<file path="config.mk">
export PLATFORM = sky130hd
export DESIGN_NAME = loopback_channel_flat
export DESIGN_NICKNAME = d
export VERILOG_FILES = /design/src/rtl/loopback_channel_if.sv /design/src/rtl/loopback_channel.sv /design/src/flat_wrapper.sv
export SDC_FILE = /design/constraint.sdc
export NUM_CORES = 1
export LEC_CHECK = 0
export ABC_AREA = 1
export BUFFER_PORTS_ARGS = -buffer_cell sky130_fd_sc_hd__buf_2
export CORE_ASPECT_RATIO = 1.1
export CORE_MARGIN = 2
export CORE_UTILIZATION = 50
export DETAILED_ROUTE_END_ITERATION = 10
export PLACE_DENSITY = 0.66
export SYNTH_ARGS = -nofsm -noshare
export SYNTH_HDL_FRONTEND = slang
export SYNTH_SLANG_ARGS = --single-unit
export TNS_END_PERCENT = 100
</file>
<file path="constraint.sdc">
create_clock -name clk_32M768 -period 4.35 [get_ports clk_32M768]
set_input_delay 0.2175 -clock clk_32M768 [delete_from_list [all_inputs] [get_ports clk_32M768]]
set_output_delay 0.2175 -clock clk_32M768 [all_outputs]
set_load 0.03 [all_outputs]
</file>
<file path="src/rtl/loopback_channel_if.sv">
// Sample stream bundle between Tx DAC, loopback channel and Rx ADC.
// master drives the DAC side, slave is the channel.
interface loopback_channel_if #(
  parameter int DATA_W = 12
);
  logic signed [DATA_W-1:0] DAC_I;
  logic signed [DATA_W-1:0] DAC_Q;
  logic                     DAC_valid;
  logic signed [DATA_W-1:0] ADC_I;
  logic signed [DATA_W-1:0] ADC_Q;
  logic                     ADC_valid;

  modport master (
    output DAC_I, DAC_Q, DAC_valid,
    input  ADC_I, ADC_Q, ADC_valid
  );

  modport slave (
    input  DAC_I, DAC_Q, DAC_valid,
    output ADC_I, ADC_Q, ADC_valid
  );
endinterface

</file>
<file path="src/rtl/loopback_channel.sv">
// Digital DAC-to-ADC loopback channel: rotation, gain,
// offset, LFSR noise and a sample-indexed delay line.
module loopback_channel #(
  parameter int          DATA_W    = 12,
  parameter int          DELAY_MAX = 16,
  parameter int          NOISE_W   = 6,
  parameter logic [15:0] SEED_I    = 16'hACE1,
  parameter logic [15:0] SEED_Q    = 16'h1D87
) (
  input  logic                         clk_32M768,
  input  logic                         rst_32M768,
  loopback_channel_if.slave            bus,
  input  logic [1:0]                   CH_ROT,
  input  logic [3:0]                   CH_GAIN,
  input  logic signed [DATA_W-1:0]     CH_OFFSET,
  input  logic [$clog2(DELAY_MAX)-1:0] CH_DELAY,
  input  logic                         CH_NOISE_EN
);
  localparam int AW = $clog2(DELAY_MAX);
  localparam int PW = DATA_W + 5;

  typedef logic signed [DATA_W-1:0] smp_t;
  typedef logic signed [PW-1:0]     wide_t;

  localparam smp_t DMAX = {1'b0, {(DATA_W-1){1'b1}}};
  localparam smp_t DMIN = {1'b1, {(DATA_W-1){1'b0}}};

  function automatic smp_t neg_sat(smp_t x);
    return (x == DMIN) ? DMAX : -x;
  endfunction

  function automatic smp_t sat(wide_t x);
    if (x > wide_t'(DMAX)) return DMAX;
    if (x < wide_t'(DMIN)) return DMIN;
    return x[DATA_W-1:0];
  endfunction

  // Galois form, taps for x^16+x^14+x^13+x^11+1
  function automatic logic [15:0] lfsr_step(logic [15:0] s);
    return s[0] ? ((s >> 1) ^ 16'hB400) : (s >> 1);
  endfunction

  logic          s1_v, s2_v;
  smp_t          s1_i, s1_q, s2_i, s2_q;
  logic [15:0]   lfsr_i, lfsr_q;
  smp_t          dly_i [DELAY_MAX];
  smp_t          dly_q [DELAY_MAX];
  logic [AW-1:0] wp;

  smp_t          rot_i, rot_q;
  smp_t          gain_i, gain_q;
  smp_t          sum_i, sum_q;
  smp_t          out_i, out_q;
  wide_t         prod_i, prod_q;
  wide_t         n_i, n_q;
  logic [AW-1:0] rp;

  always_comb begin
    rot_i = bus.DAC_I;
    rot_q = bus.DAC_Q;
    unique case (CH_ROT)
      2'd0: ;
      2'd1: begin
        rot_i = bus.DAC_Q;
        rot_q = neg_sat(bus.DAC_I);
      end
      2'd2: begin
        rot_i = neg_sat(bus.DAC_I);
        rot_q = neg_sat(bus.DAC_Q);
      end
      2'd3: begin
        rot_i = neg_sat(bus.DAC_Q);
        rot_q = bus.DAC_I;
      end
    endcase
  end

  always_comb begin
    prod_i = wide_t'(s1_i) * wide_t'({1'b0, CH_GAIN});
    prod_q = wide_t'(s1_q) * wide_t'({1'b0, CH_GAIN});
    gain_i = sat(prod_i >>> 2);
    gain_q = sat(prod_q >>> 2);
  end

  always_comb begin
    n_i   = CH_NOISE_EN ? wide_t'(lfsr_i[NOISE_W-1:0]) : '0;
    n_q   = CH_NOISE_EN ? wide_t'(lfsr_q[NOISE_W-1:0]) : '0;
    sum_i = sat(wide_t'(s2_i) + wide_t'(CH_OFFSET) + n_i);
    sum_q = sat(wide_t'(s2_q) + wide_t'(CH_OFFSET) + n_q);
    // read position is sample-indexed, taken before this write
    rp    = wp - CH_DELAY;
    out_i = (CH_DELAY == '0) ? sum_i : dly_i[rp];
    out_q = (CH_DELAY == '0) ? sum_q : dly_q[rp];
  end

  always_ff @(posedge clk_32M768) begin
    if (rst_32M768) begin
      s1_v          <= 1'b0;
      s2_v          <= 1'b0;
      s1_i          <= '0;
      s1_q          <= '0;
      s2_i          <= '0;
      s2_q          <= '0;
      lfsr_i        <= SEED_I;
      lfsr_q        <= SEED_Q;
      wp            <= '0;
      bus.ADC_valid <= 1'b0;
      bus.ADC_I     <= '0;
      bus.ADC_Q     <= '0;
      for (int k = 0; k < DELAY_MAX; k++) begin
        dly_i[k] <= '0;
        dly_q[k] <= '0;
      end
    end else begin
      s1_v <= bus.DAC_valid;
      if (bus.DAC_valid) begin
        s1_i <= rot_i;
        s1_q <= rot_q;
      end
      s2_v <= s1_v;
      if (s1_v) begin
        s2_i <= gain_i;
        s2_q <= gain_q;
      end
      bus.ADC_valid <= s2_v;
      bus.ADC_I     <= s2_v ? out_i : '0;
      bus.ADC_Q     <= s2_v ? out_q : '0;
      if (s2_v) begin
        lfsr_i    <= lfsr_step(lfsr_i);
        lfsr_q    <= lfsr_step(lfsr_q);
        dly_i[wp] <= sum_i;
        dly_q[wp] <= sum_q;
        wp        <= wp + 1'b1;
      end
    end
  end
endmodule

</file>
<file path="src/flat_wrapper.sv">
// flat-port wrapper written by rule: the top's interface ports become plain ports
module loopback_channel_flat 
#(
  parameter int          DATA_W    = 12,
  parameter int          DELAY_MAX = 16,
  parameter int          NOISE_W   = 6,
  parameter logic [15:0] SEED_I    = 16'hACE1,
  parameter logic [15:0] SEED_Q    = 16'h1D87
)
  (clk_32M768, rst_32M768, CH_ROT, CH_GAIN, CH_OFFSET, CH_DELAY, CH_NOISE_EN, bus_DAC_I, bus_DAC_Q, bus_DAC_valid, bus_ADC_I, bus_ADC_Q, bus_ADC_valid);
  loopback_channel_if #(.DATA_W(DATA_W)) bus_i ();
  input  logic clk_32M768;
  input  logic rst_32M768;
  input  logic [1:0] CH_ROT;
  input  logic [3:0] CH_GAIN;
  input  logic signed [DATA_W-1:0] CH_OFFSET;
  input  logic [$clog2(DELAY_MAX)-1:0] CH_DELAY;
  input  logic CH_NOISE_EN;
  input wire logic [$bits(bus_i.DAC_I)-1:0] bus_DAC_I;
  input wire logic [$bits(bus_i.DAC_Q)-1:0] bus_DAC_Q;
  input wire logic [$bits(bus_i.DAC_valid)-1:0] bus_DAC_valid;
  output wire logic [$bits(bus_i.ADC_I)-1:0] bus_ADC_I;
  output wire logic [$bits(bus_i.ADC_Q)-1:0] bus_ADC_Q;
  output wire logic [$bits(bus_i.ADC_valid)-1:0] bus_ADC_valid;
  assign bus_i.DAC_I = bus_DAC_I;
  assign bus_i.DAC_Q = bus_DAC_Q;
  assign bus_i.DAC_valid = bus_DAC_valid;
  assign bus_ADC_I = bus_i.ADC_I;
  assign bus_ADC_Q = bus_i.ADC_Q;
  assign bus_ADC_valid = bus_i.ADC_valid;
  loopback_channel #(.DATA_W(DATA_W), .DELAY_MAX(DELAY_MAX), .NOISE_W(NOISE_W), .SEED_I(SEED_I), .SEED_Q(SEED_Q)) u_core (.clk_32M768(clk_32M768), .rst_32M768(rst_32M768), .bus(bus_i), .CH_ROT(CH_ROT), .CH_GAIN(CH_GAIN), .CH_OFFSET(CH_OFFSET), .CH_DELAY(CH_DELAY), .CH_NOISE_EN(CH_NOISE_EN));
endmodule
</file>
==> results.md <==
* Maximum operating frequency at 248.0 MHz
* Share of synthesized cell area in and, or, nand and nor gates at 21.23%
* Fill cell instance count of the final layout at 5172
* Share of synthesized cell area in full adder, half adder and majority cells at 8.443%
* Register-to-register setup slack at 320 ps
* Count of flip-flops with a built-in enable after synthesis at 384
* Max IR drop VDD at 0.3110 mV
* Most numerous cell types in the synthesized netlist: sky130_fd_sc_hd__nor2_1 (670), sky130_fd_sc_hd__nand2_1 (579), sky130_fd_sc_hd__edfxtp_1 (384), sky130_fd_sc_hd__inv_1 (335), sky130_fd_sc_hd__o21ai_0 (215)
* Critical path's slowest cell: sky130_fd_sc_hd__fa_1
* Biggest area contributors in the synthesized netlist: sky130_fd_sc_hd__edfxtp_1 (40%), sky130_fd_sc_hd__nor2_1 (8.7%), sky130_fd_sc_hd__dfxtp_1 (7.7%)
* Starting DRT DRC Count at 2164
* Required time of the worst setup path at 4870 ps
* Timing startpoint of the critical path: u_core.s1_i[2]$_SDFFE_PP0P_
* Cell at the root of the clock tree: sky130_fd_sc_hd__clkbuf_16
* Post-route cell area at 31850 sq um
* Cell type with the highest aggregate area in the netlist: sky130_fd_sc_hd__edfxtp_1
* Antenna diode count at 0
* Levels on crit path at 19
* Worst Tran Pin Value at 1247 ps
* Overflow left after global routing at 0
* Endpoint of the lowest-slack register-to-register path: u_core.s2_i[10]$_SDFFE_PP0P_
* DR vias at 23.40k
* Warnings, synthesis at 0
* Max incr delay on CP at 540 ps
* Crit. End Element: flop
* Area Growth Syn to Fin at 10.22%
* Clock slew at the register clock pins of the worst setup and hold paths at 60 ps
* Xor and xnor fraction of the mapped netlist area at 1.970%
* Arrival time at the worst endpoint at 4550 ps
* Final Routed Wirelength at 80870 um
* Number of placement rows at 92
* Total of max-cap violations at 0
* Ratio of cells with drive above 1 in the final layout at 12.31%
* Die Footprint at 59740 sq um
* Cell area after synthesis at 28900 sq um
* Net Count, Synth at 3562
* Hold WC Path Type: in2reg
* Clk pwr share at 34.2%
* H-Tree Depth at 2
* Instance count of the mapped netlist at 3350
* Switching Power at 4.193 mW
* Flip-flop and latch count after synthesis at 495
* Global-route wire length before repair at 126100 um
* CTS Buf Count at 51
* Average cell area after synthesis at 8.627 sq um
* Maximum buffer depth of the clock tree at 3
* Sw Share at 32.07%
* Remaining antenna violation count at 0
* Number of nets in the final layout at 3568
* Number of cell instances on the worst register-to-register path at 19
* Portion of the post-synthesis area used by sequential elements at 47.59%
* Overall routing resource usage at 27.11%
* Worst-skew pair later-pin latency at 610 ps
* Power density relative to cell area at 410.5 nW/um^2
* Top Ports at 75
* Clock tree sinks at 495
* Drt wl/cell at 19.50 um
* Gate power share at 24.7%
* Worst Clk Skew at 23.17 ps
* Endpoints failing hold at 0
* Buf+Inv Stages, Crit Path at 4
* Final Wtd Congestion at 0.8948
* Number of I/O port buffers at 74
* Drt drc at 0
* Area occupied by multi-input gates at 12940 sq um
* Total leakage power at 14.42 nW
* Register share of total power at 41.0%
* Largest family of logic cells by synthesized area: simple AND/OR/NAND/NOR gates
* Max-slew headroom at the worst pin at 16.55%
* Critical path class: reg2reg
* Final HPWL DP at 54770 um
* Fraction of the mapped netlist area in compound gates at 11.00%
* Iteration count of the initial detailed-routing pass at 6
* Number of max-slew violations in the final report at 0
* P_int at 8.883 mW
* Final count of negative-setup-slack endpoints at 0
* Critical path capture point: u_core.s2_i[10]$_SDFFE_PP0P_
* Via count of the first global-routing pass at 23.08k
* Die W at 233.2 um
* CP dominant cell by count: sky130_fd_sc_hd__nand2_1
* Non-filler cells in the finished layout at 4148
* Minimum period implied by the final worst setup slack at 4032 ps
* Top-area cell type share of the netlist area at 39.90%
* Top-count cell post-synth: sky130_fd_sc_hd__nor2_1
* Mux cell area share after synthesis at 1.870%
* Start of the worst register-to-register path: u_core.s1_i[2]$_SDFFE_PP0P_
* Antenna violations before repair at 1
* Final worst path period share at 92.70%
* Post-synth ARST share at 0%
* Die Span Y at 256.1 um
* Effective utilization at floorplan at 50.51%
* Crit path max-delay family: adder cells
* Seq. cell area at 13750 sq um
* Setup repair after global routing missed its margin: no
* Via/cell ratio at 5.641
* TritonCTS clock tree: yes
* Distinct cell type count of the synthesized netlist at 49
* Worst-path maximum fanout at 11
* Area of the placeable core at 57210 sq um
* Post-detailed-placement cell area at 30110 sq um
* Placed Instances at 4053
* Cells along the critical path: nand2_1 -> inv_1 -> ha_1 -> fa_1 -> inv_1 -> fa_1 -> inv_1 -> ha_1 -> a21oi_1 -> nand2_1 -> a21boi_0 -> nand3b_1 -> nand2_1 -> or2_2 -> nand2_1 -> inv_1 -> nand2_2 -> nand2_1 -> a21oi_1
* Launching element type of the critical path: flop
* Status: finished clean
* Maximum number of pins on one net before global-route repair at 147
* Most common flop cell mapped by yosys: sky130_fd_sc_hd__edfxtp_1
-- layer usage --
metal	up-vias	GRT usage, %	share of wire [%]
li1	11060	-	-
met1	11350	33.88	40
met2	831	47.10	50
met3	157	3.398	6.2
met4	0	11.31	4.2
met5	-	0	0
-- power groups by stage --
stage	clock, mW	combinational (mW)	sequential [mW]
6_report	4.48	3.23	5.37
5_1_grt	4.70	3.52	5.38
4_1_cts	4.52	3.21	5.37
3_5_place_dp	0	3.20	5.47
3_3_place_gp	0	3.15	5.46
2_1_floorplan	0	2.26	5.44
-- through the flow --
stage	util (%)	total power [mW]	hold WS, ps	setup TNS, ps	setup slack [ps]
after floorplan	-	7.696	395.6	0	514.9
after global placement	52.62	8.609	442.6	0	12.96
after detailed placement	52.62	8.661	448.2	-630.6	-80.41
after CTS	55.63	13.10	1.618	0	128.0
after global routing	55.68	13.60	38.01	0	11.06
final	55.68	13.08	32.59	0	317.6
-- worst reg2reg max path: cells and delay by family (launching register included) --
family	cells	cell delay, ps
adder cells (fa/ha/maj)	4	1650
AND/OR/NAND/NOR	8	1070
AO/OA/AOI/OAI	3	560
flip-flops	1	420
buffers and inverters	4	250
-- state kept, by name, summed over array words and instances, names as in the netlist, 16 cells and up --
register / flops
u_core.dly_i: 192
u_core.lfsr_q: 16
u_core.dly_q: 192
u_core.lfsr_i: 16
-- kinds of logic after synthesis --
| kind of cell | after synthesis |
|---|---|
| AO/OA/AOI/OAI | 532 |
| XOR/XNOR | 65 |
| adder cells (fa/ha/maj) | 162 |
| buffers and inverters | 554 |
| flip-flops | 495 |
| multiplexers | 48 |
| AND/OR/NAND/NOR | 1494 |
-- cell type report --
type                       instances  share of cell area [%]
clock buffer                      63                   4.317
clock inverter                    30                   1.017
inverter                         356                   4.211
multi-input combinational       2301                   40.62
sequential                       495                   43.18
tap                              752                   2.954
timing repair buffer             151                   3.700
-- cell usage in the layout, fill, tap and decap left out, drive strengths merged, types with 10 or more instances in the layout --
cell type / instances
clkinv: 27
clkbuf: 63
edfxtp: 384
o211ai: 11
inv: 352
dfxtp: 111
a22oi: 13
buf: 149
xor2: 46
nor2: 756
nand3: 104
ha: 107
a21oi: 165
fa: 55
xnor2: 19
and2: 10
o21ai: 217
nand2: 594
mux2: 48
o32ai: 96
nor3: 13
-- how the worst min path moves through the flow --
stage / from / to / slack, ps / cells past startpoint
final: bus_DAC_Q[4] / u_core.s1_q[4]$_SDFFE_PP0P_ / 30 / 3
after global routing: bus_DAC_Q[6] / u_core.s1_q[6]$_SDFFE_PP0P_ / 40 / 3
after CTS: bus_DAC_Q[4] / u_core.s1_q[4]$_SDFFE_PP0P_ / 2 / 3
after detailed placement: u_core.lfsr_q[8]$_SDFFE_PP1P_ / u_core.lfsr_q[8]$_SDFFE_PP1P_ / 450 / 2
after global placement: u_core.lfsr_i[6]$_SDFFE_PP1P_ / u_core.lfsr_i[6]$_SDFFE_PP1P_ / 440 / 2
after floorplan: bus_DAC_valid / u_core.s1_i[2]$_SDFFE_PP0P_ / 400 / 2
-- timing repair --
item,4_1_cts,5_1_grt
setup endpoints to repair,0,22
buffers inserted,0,0
resized for setup,0,8
hold buffers,2,0
endpoints found under the hold margin,2,0
Note: power is estimated with default switching activity, not from simulation.
